`src/rtl/mfp_irq_pkg.sv`:
```
// mfp_irq_pkg -- shared types for the MFP-style interrupt controller.
//   state_t  : acknowledge FSM state (one bit)
//   ST_IDLE  : waiting for the CPU to raise ack
//   ST_HOLD  : ack seen and serviced; waiting for the CPU to drop it
package mfp_irq_pkg;

  typedef logic [0:0] state_t;

  localparam state_t ST_IDLE = 1'b0;
  localparam state_t ST_HOLD = 1'b1;

endpackage

```
`src/rtl/mfp_prio_enc.sv`:
```
// mfp_prio_enc -- highest-set-bit encoder.
// Ports:
//   req   in  WIDTH  request vector (any number of bits may be set)
//   valid out 1      at least one request bit set
//   idx   out IW     index of the highest set bit (0 when none set)
module mfp_prio_enc #(
  parameter int WIDTH = 16,
  parameter int IW    = $clog2(WIDTH)
) (
  input  logic [WIDTH-1:0] req,
  output logic             valid,
  output logic [IW-1:0]    idx
);

  // NOTE: every output of a combinational block gets a default before any
  // conditional assignment, otherwise synthesis infers a latch.
  always_comb begin
    idx = '0;
    // Ascending scan: the last hit, i.e. the highest index, wins.
    for (int i = 0; i < WIDTH; i++) begin
      if (req[i]) idx = IW'(i);
    end
  end

  assign valid = |req;

endmodule

```
`src/rtl/mfp_irq_ctrl.sv`:
```
// mfp_irq_ctrl -- edge-triggered interrupt controller with pending (ipr) and
// in-service (isr) registers, highest-index priority and a CPU ack handshake.
// Optional feature: define MFP_IRQ_LEVEL_EN to add level_sel, which makes the
// selected channels level-sensitive (pend every cycle irq_in == edge_sel).
// Ports:
//   clk, reset_n        clock, synchronous active-low reset
//   irq_in              synchronised interrupt sources
//   edge_sel            active edge per channel (1 rising, 0 falling)
//   enable / mask       channel enable (0 clears pending) / request mask
//   pend_clr / svc_clr  write-1-to-clear strobes for ipr / isr
//   level_sel           (MFP_IRQ_LEVEL_EN only) level-sensitive channels
//   sei, ack            software end-of-interrupt mode, CPU acknowledge level
//   irq_n               registered active-low request
//   vec, ack_valid      acknowledged channel and its one-cycle strobe
//   ipr, isr            pending and in-service registers
module mfp_irq_ctrl
  import mfp_irq_pkg::*;
#(
  parameter int CHANNELS = 16,
  parameter int VW       = $clog2(CHANNELS)
) (
  input  logic                clk,
  input  logic                reset_n,
  input  logic [CHANNELS-1:0] irq_in,
  input  logic [CHANNELS-1:0] edge_sel,
  input  logic [CHANNELS-1:0] enable,
  input  logic [CHANNELS-1:0] mask,
  input  logic [CHANNELS-1:0] pend_clr,
  input  logic [CHANNELS-1:0] svc_clr,
`ifdef MFP_IRQ_LEVEL_EN
  input  logic [CHANNELS-1:0] level_sel,
`endif
  input  logic                sei,
  input  logic                ack,
  output logic                irq_n,
  output logic [VW-1:0]       vec,
  output logic                ack_valid,
  output logic [CHANNELS-1:0] ipr,
  output logic [CHANNELS-1:0] isr
);

  logic [CHANNELS-1:0] irq_prev;
  logic [CHANNELS-1:0] edge_evt;
  logic [CHANNELS-1:0] evt;
  logic [CHANNELS-1:0] take_mask;
  logic [CHANNELS-1:0] ipr_next;
  logic [CHANNELS-1:0] isr_next;
  logic                p_valid, s_valid, cand_valid, take;
  logic [VW-1:0]       p_idx, s_idx;
  state_t              state;

  assign edge_evt = (edge_sel & irq_in & ~irq_prev) | (~edge_sel & ~irq_in & irq_prev);

`ifdef MFP_IRQ_LEVEL_EN
  assign evt = edge_evt | (level_sel & ~(irq_in ^ edge_sel));
`else
  assign evt = edge_evt;
`endif

  mfp_prio_enc #(.WIDTH(CHANNELS), .IW(VW)) u_pend_enc (
    .req   (ipr & mask),
    .valid (p_valid),
    .idx   (p_idx)
  );

  mfp_prio_enc #(.WIDTH(CHANNELS), .IW(VW)) u_svc_enc (
    .req   (isr),
    .valid (s_valid),
    .idx   (s_idx)
  );

  // A pending channel only interrupts if it outranks everything in service.
  assign cand_valid = p_valid && (!s_valid || (p_idx > s_idx));
  assign take       = (state == ST_IDLE) && ack;
  assign take_mask  = (take && cand_valid) ? (CHANNELS'(1) << p_idx) : '0;

  // Ack clear first, then a same-cycle event re-pends the channel, then the
  // explicit clears (pend_clr, disabled channel) override both.
  assign ipr_next = ((ipr & ~take_mask) | (evt & enable)) & ~(pend_clr | ~enable);
  assign isr_next = sei ? ((isr & ~svc_clr) | take_mask) : '0;

  // NOTE: sequential state uses non-blocking assignments so every register
  // samples pre-edge values regardless of statement order.
  always_ff @(posedge clk) begin
    if (!reset_n) begin
      // History tracks the input during reset so release creates no edge.
      irq_prev  <= irq_in;
      ipr       <= '0;
      isr       <= '0;
      vec       <= '0;
      ack_valid <= 1'b0;
      irq_n     <= 1'b1;
      state     <= ST_IDLE;
    end else begin
      irq_prev  <= irq_in;
      ipr       <= ipr_next;
      isr       <= isr_next;
      irq_n     <= ~cand_valid;
      ack_valid <= take;
      if (take) vec <= cand_valid ? p_idx : '0;
      case (state)
        ST_IDLE: if (ack)  state <= ST_HOLD;
        ST_HOLD: if (!ack) state <= ST_IDLE;
        default:           state <= ST_IDLE;
      endcase
    end
  end

endmodule

```
`config.mk`:
```
export PLATFORM = sky130hd
export DESIGN_NAME = mfp_irq_ctrl
export DESIGN_NICKNAME = d
export VERILOG_FILES = /design/src/rtl/mfp_irq_pkg.sv /design/src/rtl/mfp_prio_enc.sv /design/src/rtl/mfp_irq_ctrl.sv
export SDC_FILE = /design/constraint.sdc
export NUM_CORES = 1
export LEC_CHECK = 0
export ABC_AREA = 1
export CAP_MARGIN = 25
export CORE_AREA = 10 10 90 92
export DETAILED_ROUTE_END_ITERATION = 7
export DIE_AREA = 0 0 100 102
export GPL_TIMING_DRIVEN = 0
export HOLD_SLACK_MARGIN = 0.06
export PLACE_DENSITY_LB_ADDON = 0.2
export SETUP_SLACK_MARGIN = 0.1
export SLEW_MARGIN = 20
export SYNTH_ARGS = -nofsm -noshare
export SYNTH_HDL_FRONTEND = slang
export SYNTH_SLANG_ARGS = --single-unit
```
`constraint.sdc`:
```
create_clock -name clk -period 5.4 [get_ports clk]
set_clock_uncertainty 0.1 [all_clocks]
set_input_delay 1.35 -clock clk [delete_from_list [all_inputs] [get_ports clk]]
set_output_delay 1.35 -clock clk [all_outputs]
set_load 0.02 [all_outputs]
```
==> results of run 1 <==
-- cells by family after synthesis --
family / after synthesis / synth area share [%]
fa+ha+maj: 4 / 1.88
flops: 55 / 41.4
simple gates: 206 / 34.6
compound gates: 73 / 15.1
buf+inv: 47 / 7.02
-- stage by stage --
step / hold slack, ns / instance area [um2]
floorplan: 0.292 / 2660
global placement: 0.302 / 4130
detailed placement: 0.312 / 4130
CTS: 0.326 / 4260
global route: 0.352 / 4260
finish: 0.317 / 4260
-- final timing paths --
path / slack, ns / cells after the start / to
min: 0.32 / 1 / ack_valid
max: 1.06 / 20 / ipr[9]
min reg2reg: 0.32 / 1 / ack_valid
max reg2reg: 2.19 / 30 / ipr[9]
-- registers in the layout, indices dropped and copies added, names as in the netlist --
name	count
irq_n	1
ipr	16
ack_valid	1
irq_prev	16
state	1
isr	16
vec	4
-- power breakdown --
group | internal, mW | switching (mW)
registers | 0.416 | 0.00590
logic | 0.0943 | 0.0731
clock network | 0.185 | 0.133
-- layout make-up --
type	instances	area (um2)
Timing Repair Buffer	137	1370
Tap cell	77	96.3
Inverter	44	175
Fill cell	563	2020
Sequential cell	55	1100
Clock buffer	5	68.8
Multi-Input combinational cell	283	1370
Buffer	3	11.3
Clock inverter	3	67.6
-- layer usage --
metal  vias to the layer above  part of all wire, %
li1                       1525                    -
met1                      1280                   37
met2                        94                   51
met3                        12                   10
met4                         0                  1.5
met5                         -                    0
-- cell usage after synthesis (3+ instances only) --
library cell / number
inv_2: 3
clkbuf_1: 3
o21ai_0: 3
dfxtp_1: 55
ha_1: 4
nand2_2: 4
nor2_1: 59
o21bai_1: 11
or2_2: 10
nand4_1: 14
nor3_1: 5
nand2_1: 103
inv_1: 38
a21oi_1: 56
-- worst max-delay path, stage by stage --
cell             delay (ns)
clkdlybuf4s50_1        0.46
nand2_1                0.08
a31oi_1                0.20
o21bai_1               0.08
a21oi_1                0.43
inv_2                  0.16
ha_1                   0.33
inv_1                  0.04
nor2_1                 0.09
o21bai_1               0.08
nand2_1                0.07
o21ai_0                0.10
nand2_1                0.11
nand2_2                0.09
nor2_8                 0.16
inv_4                  0.06
nor2_8                 0.13
nand4_1                0.21
nand2_1                0.12
a21oi_1                0.07
-- placed cells by master (no fill, tap or decap) --
cell type / synthesis / final
clkdlybuf4s50_1: 0 / 137
nand2_1: 103 / 103
nor2_1: 59 / 59
a21oi_1: 56 / 56
dfxtp_1: 55 / 55
inv_1: 38 / 38
nand4_1: 14 / 14
o21bai_1: 11 / 11
or2_2: 10 / 10
nor3_1: 5 / 5
clkbuf_8: 0 / 5
nand2_2: 4 / 4
ha_1: 4 / 4
inv_2: 3 / 3
o21ai_0: 3 / 3
clkbuf_1: 3 / 3
nor2_2: 2 / 2
nand2_4: 2 / 2
nor2_8: 2 / 2
inv_4: 2 / 2
nand3_1: 2 / 2
bufinv_16: 0 / 2
a21oi_2: 1 / 1
or2_1: 1 / 1
nor3_2: 1 / 1
a31oi_1: 1 / 1
a211oi_1: 1 / 1
clkinv_4: 1 / 1
nand3_2: 1 / 1
clkinvlp_4: 0 / 1
==> impl_metrics.py, run 1 <==
metrics = {
    "placement": {
        "dpl.hpwl_um": 7470,
        "io_buffers": 137,
        "dp_slack_ns": 0.779,
        "dp_cells": 599,
        "place_congestion": 0.829,
    },
    "floorplanning": {
        "start_util_pct": 42.3,
        "num_rows": 29,
        "fp.dieH_um": 102,
        "io_pins": 138,
        "die_area_um2": 10200,
        "design.core.area_um2": 6280,
        "die_w_um": 100,
    },
    "clock_network": {
        "clk_pin_slew_ns": 0.10,
        "clock_sinks": 55,
        "clk_path_buf_depth": 2,
        "cts_hold_buf": 0,
        "cts-resized-gates": 0,
        "numCtsBuffers": 5,
        "cts_tree": "yes",
        "cts_setup_buffers": 0,
        "cts_htree_levels": 2,
        "clk-insertion-delay-late_ns": 0.30,
        "clockRootBuffer": "clkbuf_8",
    },
    "logic_synthesis": {
        "async_reset_ff_share_pct": 0,
        "dominantRegCellSynth": "dfxtp_1",
        "synth-edff-count": 0,
        "syn_avg_cell_area_um2": 6.90,
        "synth_seq_cells": 55,
        "synth.area.top_cells": "dfxtp_1 41%, nand2_1 15%, a21oi_1 11%",
        "syn-instance-count": 385,
        "synth_nets": 489,
        "syn_area_um2": 2660,
        "ys_types": 26,
        "synth_seq_area_share_pct": 41.4,
        "yosysWarnings": 0,
        "synth.top_cell.area_share_pct": 41.4,
        "yosysTopAreaCell": "dfxtp_1",
    },
    "timing": {
        "fmax_mhz": 230,
        "min_period_ns": 4.34,
        "setup_ws_ns": 1.06,
        "setup_viol": 0,
        "maxSlewViolCount": 0,
        "finalHoldViolCount": 0,
        "tightest_slew_ns": 0.577,
        "setup_tns_ns": 0,
        "rsz0062_at_grt": "no",
        "fin_crit_sh_pct": 80.4,
        "relSlewSlack_pct": 61.5,
    },
    "critical_path": {
        "crit_type": "in -> reg",
        "required_ns": 5.50,
        "startpoint": "mask[4]",
        "end_kind": "flip-flop",
        "critical_path_arrival_ns": 4.44,
        "r2r-start": "ipr[1]",
        "worstSetupStartpointType": "input port",
        "cp_max_fo": 8,
    },
    "pwr": {
        "power_mw": 0.908,
        "powerDensity_nw_per_um2": 213,
        "vdd_ir_drop_max_v": 0.000142,
        "p_leak_nw": 1.76,
    },
    "min_path": {
        "hold_path_class": "reg -> reg",
        "min_from": "state",
    },
    "global_routing": {
        "grt_pass1_vias": 3047,
        "use_met1_pct": 16.1,
        "grt_max_degree": 18,
        "grt.met3_usage_pct": 7.49,
        "grt_antenna_before_repair": 0,
        "grt-ovfl-total": 0,
        "track_usage_pct": 16.2,
        "grt_pass1_wl_um": 13500,
        "met2_usage_pct": 29.7,
        "grt.busiest_layer": "met2",
    },
    "flow_run": {
        "cap_violations": 0,
    },
    "final_layout": {
        "num_antenna_cells": 0,
        "postLayoutCoreUtil_pct": 67.9,
        "layout.nets": 633,
        "instances_no_fill": 607,
        "drive_above_1_share_pct": 6.98,
        "areaGrowthSynthToFinish_pct": 60.4,
    },
    "route": {
        "num_vias": 2911,
        "wl_um": 8580,
        "drt_iter0_markers": 77,
        "routed_via_density": 4.80,
        "first_pass_iters": 5,
        "drc": 0,
        "wl_per_cell_um": 14.1,
        "postRouteAntennaNets": 0,
    },
    "run_status": {
        "status": "finished, final reports clean",
    },
}
Power figures use the tool's default switching activity.
==> run 2, diff against run 1 <==
- CORE_AREA: 10 10 90 92 -> 10 10 93 95
- DIE_AREA: 0 0 100 102 -> 0 0 103 105
- clock period: 5.4 -> 4.51 ns (I/O delays scaled with it)
==> impl_metrics.py, run 2 (synthesis gave the netlist of run 1 again) <==
metrics = {
    "run_status": {
        "status": "finished, final reports clean",
    },
    "floorplanning": {
        "start_util_pct": 39.3,
        "die_area_um2": 10800,
        "design.core.area_um2": 6760,
        "io_pins": 138,
        "fp.dieH_um": 105,
        "die_w_um": 103,
        "num_rows": 30,
    },
    "route": {
        "num_vias": 2848,
        "wl_per_cell_um": 13.8,
        "drc": 0,
        "postRouteAntennaNets": 0,
        "first_pass_iters": 4,
        "routed_via_density": 4.67,
        "drt_iter0_markers": 110,
        "wl_um": 8450,
    },
    "clock_network": {
        "cts_tree": "yes",
        "clk-insertion-delay-late_ns": 0.31,
        "cts_htree_levels": 2,
        "numCtsBuffers": 5,
        "clockRootBuffer": "clkbuf_8",
        "clock_sinks": 55,
        "clk_pin_slew_ns": 0.10,
        "cts_hold_buf": 0,
        "clk_path_buf_depth": 2,
        "cts_setup_buffers": 0,
    },
    "pwr": {
        "intPower_mw": 0.792,
        "powerDensity_nw_per_um2": 247,
        "vdd_ir_drop_max_v": 0.000124,
        "power_frac_clock_pct": 32.8,
        "comb_power_share_pct": 19.0,
        "switching_share_pct": 24.5,
        "p_switching_mw": 0.257,
        "seq_power_share_pct": 48.2,
        "p_leak_nw": 1.76,
    },
    "placement": {
        "dpl.hpwl_um": 7290,
        "dp_cells": 602,
        "dp_slack_ns": 0.137,
        "place_congestion": 0.782,
        "io_buffers": 137,
    },
    "min_path": {
        "min_path_cells": 1,
        "hold_path_class": "reg -> reg",
    },
    "final_layout": {
        "areaGrowthSynthToFinish_pct": 59.9,
        "layout.nets": 633,
        "drive_above_1_share_pct": 7.17,
        "layout_common_cells": "137 x clkdlybuf4s50_1, 103 x nand2_1, 59 x nor2_1",
        "num_antenna_cells": 0,
        "largestRegisters": "ipr x16, irq_prev x16, isr x16",
        "final_common_cell": "clkdlybuf4s50_1",
        "instances_no_fill": 610,
    },
    "timing": {
        "setup_tns_ns": 0,
        "tightest_slew_ns": 0.544,
        "setup_viol": 0,
        "rsz0062_at_grt": "no",
        "fin_crit_sh_pct": 87.6,
        "min_period_ns": 3.95,
        "finalHoldViolCount": 0,
        "relSlewSlack_pct": 63.7,
        "maxSlewViolCount": 0,
        "setup_ws_ns": 0.557,
        "fmax_mhz": 253,
    },
    "critical_path": {
        "end_kind": "flip-flop",
        "cp_max_fo": 8,
        "required_ns": 4.61,
        "worstSetupStartpointType": "input port",
        "critical_path_arrival_ns": 4.05,
        "crit_type": "in -> reg",
        "rr_worst_depth": 19,
    },
    "global_routing": {
        "grt_pass1_vias": 2836,
        "track_usage_pct": 15.1,
        "grt-ovfl-total": 0,
        "grt_antenna_before_repair": 0,
        "grt_max_degree": 17,
        "grt_pass1_wl_um": 13200,
    },
    "flow_run": {
        "cap_violations": 0,
    },
}
-- run 2: cell count changes in the layout (fill, tap and decap cells not counted) --
cell        previous run  this run
a21oi_2                1         2
clkbuf_8               5         6
a21oi_1               56        55
bufinv_16              2         1
clkinv_2               0         1
clkinvlp_4             1         0
-- run 2: worst max-delay path, cell delays in order --
cell and delay [ns]:
clkdlybuf4s50_1 0.43, nand2_2 0.14, nand2_2 0.08, nor2_2 0.18, inv_1 0.07, a21oi_2 0.26, inv_1 0.19, ha_1 0.31
nand2_1 0.06, o21bai_1 0.15, nand2_1 0.06, o21ai_0 0.07, nand2_1 0.10, nand2_2 0.09, nor2_8 0.17, inv_4 0.06
nor2_8 0.13, inv_2 0.08, o21bai_1 0.18, a21oi_1 0.10
-- run 2: power by group through the flow --
stage               Sequential, mW  Combinational, mW  Clock (mW)
floorplan                    0.522             0.0738           0
global placement             0.516              0.196           0
detailed placement           0.517              0.200           0
CTS                          0.506              0.201       0.347
global route                 0.507              0.220       0.366
finish                       0.506              0.199       0.343
-- run 2: repair_timing --
item,in CTS,in global routing
gates resized for setup,0,1
setup endpoints to repair,0,1
endpoints found under the hold margin,0,0
-- run 2: layout make-up --
class                   instances  area, um2
clock buffers                   6       82.6
clock inverters                 2       35.0
plain buffers                   3       11.3
fillers                       629       2510
multi-input cells             283       1370
inverters                      44        175
well taps                      80        100
flip-flops and latches         55       1100
repair buffers                137       1370
-- run 2: through the flow --
stage / hold slack, ns / util [%] / cell area (um2) / power [mW]
after global placement: 0.307 / 61.1 / 4130 / 0.712
after detailed placement: 0.313 / 61.1 / 4130 / 0.717
after global routing: 0.355 / 62.9 / 4250 / 1.09
after CTS: 0.327 / 62.9 / 4250 / 1.05
final: 0.324 / 62.9 / 4250 / 1.05
after floorplan: 0.292 / - / 2660 / 0.596
-- run 2: worst paths after layout --
check | slack [ns] | startpoint | end
hold reg to reg | 0.32 | state | ack_valid
setup / recovery | 0.56 | mask[15] | ipr[12]
setup reg to reg | 1.45 | ipr[15] | ipr[12]
hold / removal | 0.32 | state | ack_valid
-- run 2: metal layers --
| layer | global-route usage (%) | vias up | wire length, um |
|---|---|---|---|
| met3 | 6.72 | 7 | 861 |
| li1 | - | 1522 | - |
| met1 | 16.2 | 1230 | 3410 |
| met2 | 26.4 | 89 | 4080 |
| met4 | 3.38 | 0 | 96 |
| met5 | 0 | - | 0 |
